`src/rtl/ctrl_pkg.sv`:
```
// Shared definitions for the 8-bit CPU fetch/decode/sequence controller:
// opcodes, FSM states, strobe-vector bit positions and the decoder payload.
package ctrl_pkg;

  localparam int unsigned DATA_W      = 8;
  localparam int unsigned TGT_W       = 4;
  localparam int unsigned NUM_STROBES = 18;

  localparam logic [4:0] OP_NOP = 5'h00;
  localparam logic [4:0] OP_ADD = 5'h01;
  localparam logic [4:0] OP_SUB = 5'h02;
  localparam logic [4:0] OP_ADC = 5'h03;
  localparam logic [4:0] OP_SBB = 5'h04;
  localparam logic [4:0] OP_MUL = 5'h05;
  localparam logic [4:0] OP_DIV = 5'h06;
  localparam logic [4:0] OP_INC = 5'h07;
  localparam logic [4:0] OP_DEC = 5'h08;
  localparam logic [4:0] OP_SHL = 5'h09;
  localparam logic [4:0] OP_SHR = 5'h0A;
  localparam logic [4:0] OP_NOT = 5'h0B;
  localparam logic [4:0] OP_NEG = 5'h0C;
  localparam logic [4:0] OP_AND = 5'h0D;
  localparam logic [4:0] OP_OR  = 5'h0E;
  localparam logic [4:0] OP_JMP = 5'h0F;
  localparam logic [4:0] OP_JA  = 5'h10;
  localparam logic [4:0] OP_JB  = 5'h11;
  localparam logic [4:0] OP_JE  = 5'h12;
  localparam logic [4:0] OP_HLT = 5'h1F;

  // Strobe bit n corresponds to opcode n+1, so decode can shift instead of table-lookup.
  localparam int unsigned SB_ADD = 0;
  localparam int unsigned SB_SUB = 1;
  localparam int unsigned SB_ADC = 2;
  localparam int unsigned SB_SBB = 3;
  localparam int unsigned SB_MUL = 4;
  localparam int unsigned SB_DIV = 5;
  localparam int unsigned SB_INC = 6;
  localparam int unsigned SB_DEC = 7;
  localparam int unsigned SB_SHL = 8;
  localparam int unsigned SB_SHR = 9;
  localparam int unsigned SB_NOT = 10;
  localparam int unsigned SB_NEG = 11;
  localparam int unsigned SB_AND = 12;
  localparam int unsigned SB_OR  = 13;
  localparam int unsigned SB_JMP = 14;
  localparam int unsigned SB_JA  = 15;
  localparam int unsigned SB_JB  = 16;
  localparam int unsigned SB_JE  = 17;

  typedef enum logic [2:0] {
    ST_IDLE,
    ST_FETCH0,
    ST_FETCH1,
    ST_EXEC,
    ST_WB,
    ST_HALT
  } state_t;

  typedef struct packed {
    logic [NUM_STROBES-1:0] strobes;
    logic                   is_alu;
    logic                   is_jump;
    logic                   hi_wb;
    logic                   is_hlt;
    logic                   is_illegal;
  } dec_t;

  function automatic logic [TGT_W-1:0] onehot2to4(input logic [1:0] sel);
    return TGT_W'(1) << sel;
  endfunction

endpackage

```
`src/rtl/ctrl_seq_op_decode.sv`:
```
// Combinational opcode decoder: opcode byte -> strobe vector and instruction class.
module op_decode
  import ctrl_pkg::*;
(
  input  logic [DATA_W-1:0] i_opcode,
  output dec_t              o_dec_c
);

  always_comb begin
    o_dec_c = '0;
    case (i_opcode[4:0])
      OP_NOP: begin
      end
      OP_ADD, OP_SUB, OP_ADC, OP_SBB, OP_MUL, OP_DIV, OP_INC,
      OP_DEC, OP_SHL, OP_SHR, OP_NOT, OP_NEG, OP_AND, OP_OR:
        o_dec_c.is_alu = 1'b1;
      OP_JMP, OP_JA, OP_JB, OP_JE:
        o_dec_c.is_jump = 1'b1;
      OP_HLT:
        o_dec_c.is_hlt = 1'b1;
      default:
        o_dec_c.is_illegal = 1'b1;
    endcase

    o_dec_c.hi_wb = (i_opcode[4:0] == OP_MUL) || (i_opcode[4:0] == OP_DIV);

    if (o_dec_c.is_alu || o_dec_c.is_jump) begin
      o_dec_c.strobes = NUM_STROBES'(1) << (i_opcode[4:0] - 5'd1);
    end

    // Any set bit in [7:5] makes the whole opcode undefined.
    if (i_opcode[7:5] != 3'b000) begin
      o_dec_c            = '0;
      o_dec_c.is_illegal = 1'b1;
    end
  end

endmodule

```
`src/rtl/ctrl_seq.sv`:
```
// Fetch/decode/sequence controller in front of the ALU: two-byte fetch, one-hot
// ALU strobes, register selects, write-back pulses and the program counter.
module ctrl_seq
  import ctrl_pkg::*;
(
  input  logic              clk,
  input  logic              rst,
  output logic [DATA_W-1:0] mem_addr,
  output logic              mem_rd,
  input  logic              mem_ack,
  input  logic [DATA_W-1:0] mem_data,
  output logic [TGT_W-1:0]  Tgt1,
  output logic [TGT_W-1:0]  Tgt2,
  output logic              IADD,
  output logic              ISUB,
  output logic              IADC,
  output logic              ISBB,
  output logic              IMUL,
  output logic              IDIV,
  output logic              IINC,
  output logic              IDEC,
  output logic              ISHL,
  output logic              ISHR,
  output logic              INOT,
  output logic              INEG,
  output logic              IAND,
  output logic              IOR,
  output logic              IJMP,
  output logic              IJA,
  output logic              IJB,
  output logic              IJE,
  output logic              EALU,
  input  logic              IJ,
  output logic              wb_en,
  output logic              wb_hi_en,
  output logic              flags_we,
  output logic [DATA_W-1:0] pc,
  output logic              halted,
  output logic              illegal
);

  state_t                 r_state,    w_state_nxt;
  logic [DATA_W-1:0]      r_pc,       w_pc_nxt;
  logic [DATA_W-1:0]      r_opcode,   w_opcode_nxt;
  logic [DATA_W-1:0]      r_operand,  w_operand_nxt;
  logic [TGT_W-1:0]       r_tgt1,     w_tgt1_nxt;
  logic [TGT_W-1:0]       r_tgt2,     w_tgt2_nxt;
  logic [NUM_STROBES-1:0] r_strobes,  w_strobes_nxt;
  logic                   r_ealu,     w_ealu_nxt;
  logic                   r_wb_en,    w_wb_en_nxt;
  logic                   r_wb_hi_en, w_wb_hi_en_nxt;
  logic                   r_flags_we, w_flags_we_nxt;
  logic                   r_ij,       w_ij_nxt;
  logic                   r_mem_rd,   w_mem_rd_nxt;
  logic                   r_halted,   w_halted_nxt;
  logic                   r_illegal,  w_illegal_nxt;
  dec_t                   w_dec;

  // Decode always looks at the latched opcode; it is stable from FETCH1 through WB.
  op_decode u_op_decode (
    .i_opcode (r_opcode),
    .o_dec_c  (w_dec)
  );

  always_ff @(posedge clk or posedge rst) begin
    if (rst) begin
      r_state    <= ST_IDLE;
      r_pc       <= '0;
      r_opcode   <= '0;
      r_operand  <= '0;
      r_tgt1     <= '0;
      r_tgt2     <= '0;
      r_strobes  <= '0;
      r_ealu     <= 1'b0;
      r_wb_en    <= 1'b0;
      r_wb_hi_en <= 1'b0;
      r_flags_we <= 1'b0;
      r_ij       <= 1'b0;
      r_mem_rd   <= 1'b0;
      r_halted   <= 1'b0;
      r_illegal  <= 1'b0;
    end else begin
      r_state    <= w_state_nxt;
      r_pc       <= w_pc_nxt;
      r_opcode   <= w_opcode_nxt;
      r_operand  <= w_operand_nxt;
      r_tgt1     <= w_tgt1_nxt;
      r_tgt2     <= w_tgt2_nxt;
      r_strobes  <= w_strobes_nxt;
      r_ealu     <= w_ealu_nxt;
      r_wb_en    <= w_wb_en_nxt;
      r_wb_hi_en <= w_wb_hi_en_nxt;
      r_flags_we <= w_flags_we_nxt;
      r_ij       <= w_ij_nxt;
      r_mem_rd   <= w_mem_rd_nxt;
      r_halted   <= w_halted_nxt;
      r_illegal  <= w_illegal_nxt;
    end
  end

  // Pulse outputs are computed for the state being entered so they are
  // registered yet aligned with that state's cycle.
  always_comb begin
    w_state_nxt    = r_state;
    w_pc_nxt       = r_pc;
    w_opcode_nxt   = r_opcode;
    w_operand_nxt  = r_operand;
    w_tgt1_nxt     = r_tgt1;
    w_tgt2_nxt     = r_tgt2;
    w_ij_nxt       = r_ij;
    w_illegal_nxt  = r_illegal;
    w_strobes_nxt  = '0;
    w_ealu_nxt     = 1'b0;
    w_wb_en_nxt    = 1'b0;
    w_wb_hi_en_nxt = 1'b0;
    w_flags_we_nxt = 1'b0;

    case (r_state)
      ST_IDLE: begin
        w_state_nxt = ST_FETCH0;
      end
      ST_FETCH0: begin
        if (mem_ack) begin
          w_opcode_nxt = mem_data;
          w_pc_nxt     = r_pc + 8'd1;
          w_state_nxt  = ST_FETCH1;
        end
      end
      ST_FETCH1: begin
        if (mem_ack) begin
          w_operand_nxt = mem_data;
          w_pc_nxt      = r_pc + 8'd1;
          if (w_dec.is_alu) begin
            w_tgt1_nxt = onehot2to4(mem_data[7:6]);
            w_tgt2_nxt = onehot2to4(mem_data[5:4]);
          end else begin
            w_tgt1_nxt = '0;
            w_tgt2_nxt = '0;
          end
          if (w_dec.is_hlt || w_dec.is_illegal) begin
            w_state_nxt   = ST_HALT;
            w_illegal_nxt = w_dec.is_illegal;
          end else begin
            w_state_nxt   = ST_EXEC;
            w_strobes_nxt = w_dec.strobes;
            w_ealu_nxt    = |w_dec.strobes;
          end
        end
      end
      ST_EXEC: begin
        w_ij_nxt       = IJ;
        w_wb_en_nxt    = w_dec.is_alu;
        w_flags_we_nxt = w_dec.is_alu;
        w_wb_hi_en_nxt = w_dec.is_alu && w_dec.hi_wb;
        w_state_nxt    = ST_WB;
      end
      ST_WB: begin
        if (w_dec.is_jump && ((r_opcode[4:0] == OP_JMP) || r_ij)) begin
          w_pc_nxt = r_operand;
        end
        w_state_nxt = ST_FETCH0;
      end
      ST_HALT: begin
        w_state_nxt = ST_HALT;
      end
      default: begin
        w_state_nxt = ST_IDLE;
      end
    endcase

    w_mem_rd_nxt = (w_state_nxt == ST_FETCH0) || (w_state_nxt == ST_FETCH1);
    w_halted_nxt = (w_state_nxt == ST_HALT);
  end

  assign mem_addr = r_pc;
  assign pc       = r_pc;
  assign mem_rd   = r_mem_rd;
  assign Tgt1     = r_tgt1;
  assign Tgt2     = r_tgt2;
  assign EALU     = r_ealu;
  assign wb_en    = r_wb_en;
  assign wb_hi_en = r_wb_hi_en;
  assign flags_we = r_flags_we;
  assign halted   = r_halted;
  assign illegal  = r_illegal;

  assign IADD = r_strobes[SB_ADD];
  assign ISUB = r_strobes[SB_SUB];
  assign IADC = r_strobes[SB_ADC];
  assign ISBB = r_strobes[SB_SBB];
  assign IMUL = r_strobes[SB_MUL];
  assign IDIV = r_strobes[SB_DIV];
  assign IINC = r_strobes[SB_INC];
  assign IDEC = r_strobes[SB_DEC];
  assign ISHL = r_strobes[SB_SHL];
  assign ISHR = r_strobes[SB_SHR];
  assign INOT = r_strobes[SB_NOT];
  assign INEG = r_strobes[SB_NEG];
  assign IAND = r_strobes[SB_AND];
  assign IOR  = r_strobes[SB_OR];
  assign IJMP = r_strobes[SB_JMP];
  assign IJA  = r_strobes[SB_JA];
  assign IJB  = r_strobes[SB_JB];
  assign IJE  = r_strobes[SB_JE];

endmodule

```
`config.mk`:
```
export PLATFORM = sky130hd
export DESIGN_NAME = ctrl_seq
export DESIGN_NICKNAME = d
export VERILOG_FILES = /design/src/rtl/ctrl_pkg.sv /design/src/rtl/ctrl_seq_op_decode.sv /design/src/rtl/ctrl_seq.sv
export SDC_FILE = /design/constraint.sdc
export NUM_CORES = 1
export LEC_CHECK = 0
export ABC_AREA = 1
export ABC_CLOCK_PERIOD_IN_PS = 2900
export CORE_ASPECT_RATIO = 1.2
export CORE_MARGIN = 10
export CORE_UTILIZATION = 40
export CTS_BUF_LIST = sky130_fd_sc_hd__clkbuf_8
export DETAILED_ROUTE_END_ITERATION = 12
export GPL_TIMING_DRIVEN = 0
export PLACE_DENSITY = 0.65
export SYNTH_ARGS = -nofsm -noshare
export SYNTH_HDL_FRONTEND = slang
export SYNTH_SLANG_ARGS = --single-unit
```
`constraint.sdc`:
```
create_clock -name clk -period 2.9 [get_ports clk]
set_input_delay 0.58 -clock clk [delete_from_list [all_inputs] [get_ports clk]]
set_output_delay 0.58 -clock clk [all_outputs]
set_load 0.02 [all_outputs]
```
---- Word level (Yosys, flattened, before mapping) ----
Cells that the tools add are included.
storage, ports and cells
  register bits after elaboration ......... 60
  input port bits ......................... 12
  output and inout port bits .............. 49
  word-level logic and storage cells ...... 92
operators by class
  $add $sub $neg .......................... 2
  equality and inequality tests ........... 29
  shifts and indexed selects .............. 3
  muxes and demuxes ....................... 23
  reduce and logical (&&, ||, !) cells .... 21
operators by type and width
  kind                                                  number
  two-way mux 18 bit                                    4
  equality test 5 x 4 -> 1 bit (second input constant)  8
  two-way mux 23 bit                                    1
  equality test 5 x 3 -> 1 bit (second input constant)  4
  equality test 5 bit (second input constant)           4
  OR reduction 20 bit                                   1
  OR reduction 18 bit                                   1
  left shift 1 x 5 -> 18 bit (first input constant)     1
  two-way mux 8 bit                                     2
  case mux 8 bit (2 select lines)                       1
  case mux 3 bit (5 select lines)                       1
  OR reduction 14 bit                                   1
  equality test 5 x 2 -> 1 bit (second input constant)  2
  equality test 3 x 2 -> 1 bit (second input constant)  3
  equality test 3 bit (second input constant)           3
  two-way mux 1 bit                                     9
  two-way mux 3 bit                                     3
  adder 8 x 1 -> 8 bit (second input constant)          1
  two-way mux 4 bit                                     2
  left shift 1 x 2 -> 4 bit (first input constant)      2
  equality test 3 x 1 -> 1 bit (second input constant)  2
  AND reduction 3 bit                                   2
  equality test 5 x 1 -> 1 bit (second input constant)  1
  zero test 5 bit                                       1
  other kinds (11)                                      18

---- Longest topological paths before layout ----
  depth after elaboration ................. 12
  gate-level depth with buffers ........... 13
  gate-level depth less buffers ........... 13

---- Hierarchy ----
From an unflattened synthesis, not the netlist that was laid out.
unflattened totals
  cells, all modules ...................... 407
  area, all modules ....................... 3161.8 um2
by module, submodules not included
  module     instances  cells each  area each (um2)  sequential area each (um2)
  ctrl_seq   1          304         2662.6           1501.4
  op_decode  1          103         499.2            0.0

---- Worst setup path before layout ----
No wires, ideal clock.
  path type ............................... flip-flop to flip-flop
  from .................................... reg r_opcode[1]
  to ...................................... reg r_mem_rd, in the netlist mem_rd
  setup time .............................. 0.118 ns
  arrival time ............................ 1.454 ns
  required time ........................... 2.782 ns
  slack ................................... 1.328 ns
  cell stages (with the launch flop) ...... 13
  path buffers ............................ 0
  period minus slack after synthesis ...... 1.572 ns
  cell sequence ........................... dfrtp_1 -> nor2_1 -> nor2_1 -> nand2_2 -> nand2_1 -> nor2_2 -> nand3_2 -> nand3_2 -> nand2_2 -> nand2_2 -> nand2_2 -> nand2_1 -> nand2_1
between the ends
  longest elaborated chain between the ends .. 10
  elaborated cells on any way between the ends .. 31
  classes of those cells .................. eq/ne (21); mux (6); reduce/logical (4)
RTL lines
  what                                                                                 RTL line                  RTL
  start, declared                                                                      ctrl_seq.sv:44            logic [DATA_W-1:0] r_opcode, w_opcode_nxt;
  start signal, assigned                                                               ctrl_seq.sv:85            r_opcode <= w_opcode_nxt;
  equality test 5 x 4 -> 1 bit, or another cell as far along                           ctrl_seq_op_decode.sv:11  case (i_opcode[4:0])
  OR reduction 20 bit (no source line)                                                 n/a
  two-way mux 1 bit                                                                    ctrl_seq_op_decode.sv:11
  two-way mux 23 bit (*)                                                               ctrl_seq_op_decode.sv:32  if (i_opcode[7:5] != 3'b000) begin
  logical OR 1 bit (*)                                                                 ctrl_seq.sv:140           if (w_dec.is_hlt || w_dec.is_illegal) begin
  two-way mux 3 bit (*)                                                                ctrl_seq.sv:140
  two-way mux 3 bit (*)                                                                ctrl_seq.sv:130           if (mem_ack) begin
  case mux 3 bit (5 select lines) (*)                                                  ctrl_seq.sv:118           case (r_state)
  via w_state_nxt[1]                                                                   ctrl_seq.sv:42            state_t r_state, w_state_nxt;
  equality test 3 x 1 -> 1 bit / equality test 3 x 2 -> 1 bit (equally long branches)  ctrl_seq.sv:171           w_mem_rd_nxt = (w_state_nxt == ST_FETCH0) || (w_state_nxt == ST_FETCH1);
  logical OR 1 bit (*)                                                                 ctrl_seq.sv:171
  via w_mem_rd_nxt                                                                     ctrl_seq.sv:54            logic r_mem_rd, w_mem_rd_nxt;
  end signal, assigned                                                                 ctrl_seq.sv:95            r_mem_rd <= w_mem_rd_nxt;
  end, declared                                                                        ctrl_seq.sv:54
Mark *: on every way through the listed nets, which the timed path passes. The rest lies on a longest branch.
A chain may end at the register's enable or synchronous reset.

---- Worst setup path in the final report ----
  from .................................... reg r_pc[5], in the netlist mem_addr[5]
  to ...................................... out pc[5]
RTL lines
  what                    RTL line        RTL
  start, declared         ctrl_seq.sv:43  logic [DATA_W-1:0] r_pc, w_pc_nxt;
  start signal, assigned  ctrl_seq.sv:84  r_pc <= w_pc_nxt;
  end, declared           ctrl_seq.sv:37  output logic [DATA_W-1:0] pc,
No word-level cell between the ends.

==> impl_results.md <==
* Status: finished, final reports clean
* PD cells at 1019 nW/µm²
* Routed wire length at 6653 µm
* Detailed Place HPWL at 5116 µm
* Die H at 112.0 µm
* Layout Cells excl Fill at 489
* All-Layer GR Usage at 12.68%
* Worst-path maximum fanout at 6
* Leakage at 0.001755 µW
* Fin Hold WS at 0.4766 ns
* DP Area at 3550 µm²
* Sequential share of the synthesized area at 53.24%
* Final #Nets at 412
* I/O pin cnt at 61
* Core Area at 6854 µm²
* Via count at 2,378
* Mapped Area at 2820 µm²
* CP max stage cell: clkdlybuf4s50_1
* Pre-Repair DR Iteration Count at 4
* DRC errors left at 0
* Max-cap viol count at 0
* Switching share of total power at 41.93%
* N_diodes at 0
* Number of global-route vias before repair at 2,432
* Share of cells above drive strength 1 at 13.68%
* First-pass GRT wire length at 11,570 µm
* Setup_tns at 0 ns
* Placement Rows at 33
* Largest net degree at the start of global routing at 32
* CTS resizes at 0
* Die Footprint at 10,820 µm²
* Vias per inst at 4.863
* DP Cell Count at 475
* Final Cycle Share at 72.15%
* Crit path largest cell delay at 0.60 ns
* Fmax at 477.9 MHz
* Clk pwr share at 19.1%
* Fill cell total of the finished layout at 656
* Final Hold Fails at 0
* Synthesized net count at 340
* CTS Hold Bufs at 0
* CP cell instances: buf_4 -> clkdlybuf4s50_1
* Max-slew violations at 0
* CP Launch Type: flop
* Clk_lat worst skew at 0.34 ns
* Post-CTS setup-driven buffer insertion count at 0
* DR WL/cell at 13.61 µm
* Placer Congestion at 0.9420
* Grt ovf at 0
* RSZ-0062 raised after global routing: no
* Setup violations, final at 0
* Synth warnings at 0
* CTS buffer count at 9
* Flop pwr share at 33.5%
* Required @ worst endpoint at 2.32 ns
* IO buf count at 60
* Initial antenna violation count at 0
* Worst hold path type: flop to flop
* CTS tree: done
* Syn Area/Cell at 8.624 µm²
* Synth Instances at 327
* WS Path Type: flop to output pin
* Total power at 3810 µW
* Internal power at 2212 µW
* Rel. slew slack at 56.54%
* Chip width at 96.65 µm
* CP arrival at 1.51 ns
* Clock-pin slew on the worst setup and hold paths at 0.06 ns
* Cell variety after synth at 29
* Critical path endpoint category: output pin
* Maximum VDD drop at 491.5 µV
* P_sw at 1598 µW
* Seq. cell area at 1501 µm²
* Area of the multi-input gates at 1060 µm²
* 1st-iter DRT viols at 216
* Root buffer cell: clkbuf_8
* Initial core utilization at 41.15%
* CTS sink count at 60
* Design area at 3740 µm²
* H-tree depth at 3
* Logic gate share of total power at 47.4%
* Fin crit period at 2.092 ns
* Antenna viol nets, final at 0
* Area Growth Syn to Fin at 32.61%
* Clock skew at 0.007623 ns
* CTS Buffer Depth at 2
* Worst slew pin tran at 0.6509 ns
* Flops & latches, synth at 60
-- cell usage after synthesis --
master	instances	area share [%]
a21oi_2	1	0.31
buf_2	3	0.53
ha_1	1	0.44
buf_6	2	0.80
nor3_4	1	0.58
nor4_1	4	0.89
nand2_1	79	11
clkbuf_1	3	0.40
a22oi_1	2	0.53
nand4_1	2	0.44
o31ai_1	5	1.3
inv_2	4	0.53
nand3b_1	1	0.27
nor2_1	32	4.3
xor2_1	1	0.31
o21ai_0	21	3.7
nand3_2	4	1.4
nor3_2	6	2.1
a21oi_1	8	1.4
nand2_2	5	1.1
inv_1	34	4.5
a31oi_1	2	0.44
nor3_1	8	1.4
nand4_4	1	0.75
buf_4	9	2.4
dfrtp_1	60	53
nor2_2	4	0.89
nand3_1	23	4.1
o311ai_0	1	0.31
-- power by group through the flow --
stage | clock network, µW | registers [µW] | logic [µW]
floorplan | 0 | 1390 | 1100
global placement | 0 | 1280 | 1770
detailed placement | 0 | 1290 | 1810
CTS | 747 | 1280 | 1820
global route | 790 | 1310 | 2030
finish | 728 | 1280 | 1800
-- per-stage QoR --
stage                     util [%]  setup slack [ns]
after floorplan                  -            0.8353
after global placement       51.50           -0.1845
after detailed placement     51.79            0.5766
after CTS                    54.56            0.7936
after global routing         54.56            0.7369
final                        54.56            0.8076
-- sequential cells by signal, indices dropped and copies added (netlist names) --
signal	count
flags_we	1
r_state	3
mem_addr	8
EALU	1
wb_hi_en	1
r_strobes	18
r_opcode	8
Tgt1	4
r_ij	1
halted	1
Tgt2	4
r_operand	8
illegal	1
mem_rd	1
-- placed cells by master, fill, tap and decap left out, types with 2 or more instances in the layout --
cell type        count
clkbuf_1             3
a22oi_1              2
buf_6                2
a31oi_1              2
clkbuf_8            11
nor3_1               8
o21ai_0             21
nand2_2              5
nand4_1              2
a21oi_1              8
nand3_1             23
o31ai_1              5
nand2_1             79
buf_4                9
dfrtp_1             60
nor2_1              32
nand3_2              4
buf_2                3
inv_2                5
inv_1               34
nor2_2               4
nor4_1               4
clkdlybuf4s50_1     60
nor3_2               6
-- routing by layer --
metal	share of wire [%]	GRT usage [%]
met5	0	0
met4	2.0	6.700
met3	6.2	4.515
met2	49	20.40
met1	42	14.43
-- area by class of cell --
cell class              count  share of cell area (%)
plain buffers              17                   3.111
clock buffers              11                   4.048
clock inverters             3                   1.037
inverters                  38                   3.814
multi-input cells         212                   28.34
flip-flops and latches     60                   40.15
well taps                  87                   2.911
repair buffers             61                   16.59
-- kinds of logic (layout without fill, tap and decap cells) --
group / count (synthesis) / after routing / share of synthesized area, %
compound gates: 40 / 40 / 8.075
xor+xnor: 1 / 1 / 0.3106
fa+ha+maj: 1 / 1 / 0.4436
buf+inv: 55 / 130 / 9.183
flops: 60 / 60 / 53.24
simple gates: 170 / 170 / 28.75
-- worst max-delay path: cells and delay by family, from the launching register on --
kind                   cells  cell delay [ns]
buffers and inverters      2             0.74
flip-flops                 1             0.43
-- path summary, 6_finish.rpt --
| kind | slack [ns] | end | startpoint | depth (start not counted) |
|---|---|---|---|---|
| setup / recovery | 0.81 | pc[5] | mem_addr[5] | 2 |
| hold / removal | 0.48 | r_operand[0] | r_operand[0] | 2 |
| setup reg to reg | 1.04 | Tgt1[3] | r_state[2] | 7 |
| hold reg to reg | 0.48 | r_operand[0] | r_operand[0] | 2 |
| max in group asynchronous | 1.67 | r_state[0] | rst | 3 |
| min in group asynchronous | 0.65 | mem_addr[2] | rst | 2 |
No activity file was read; power rests on OpenSTA's default activity.
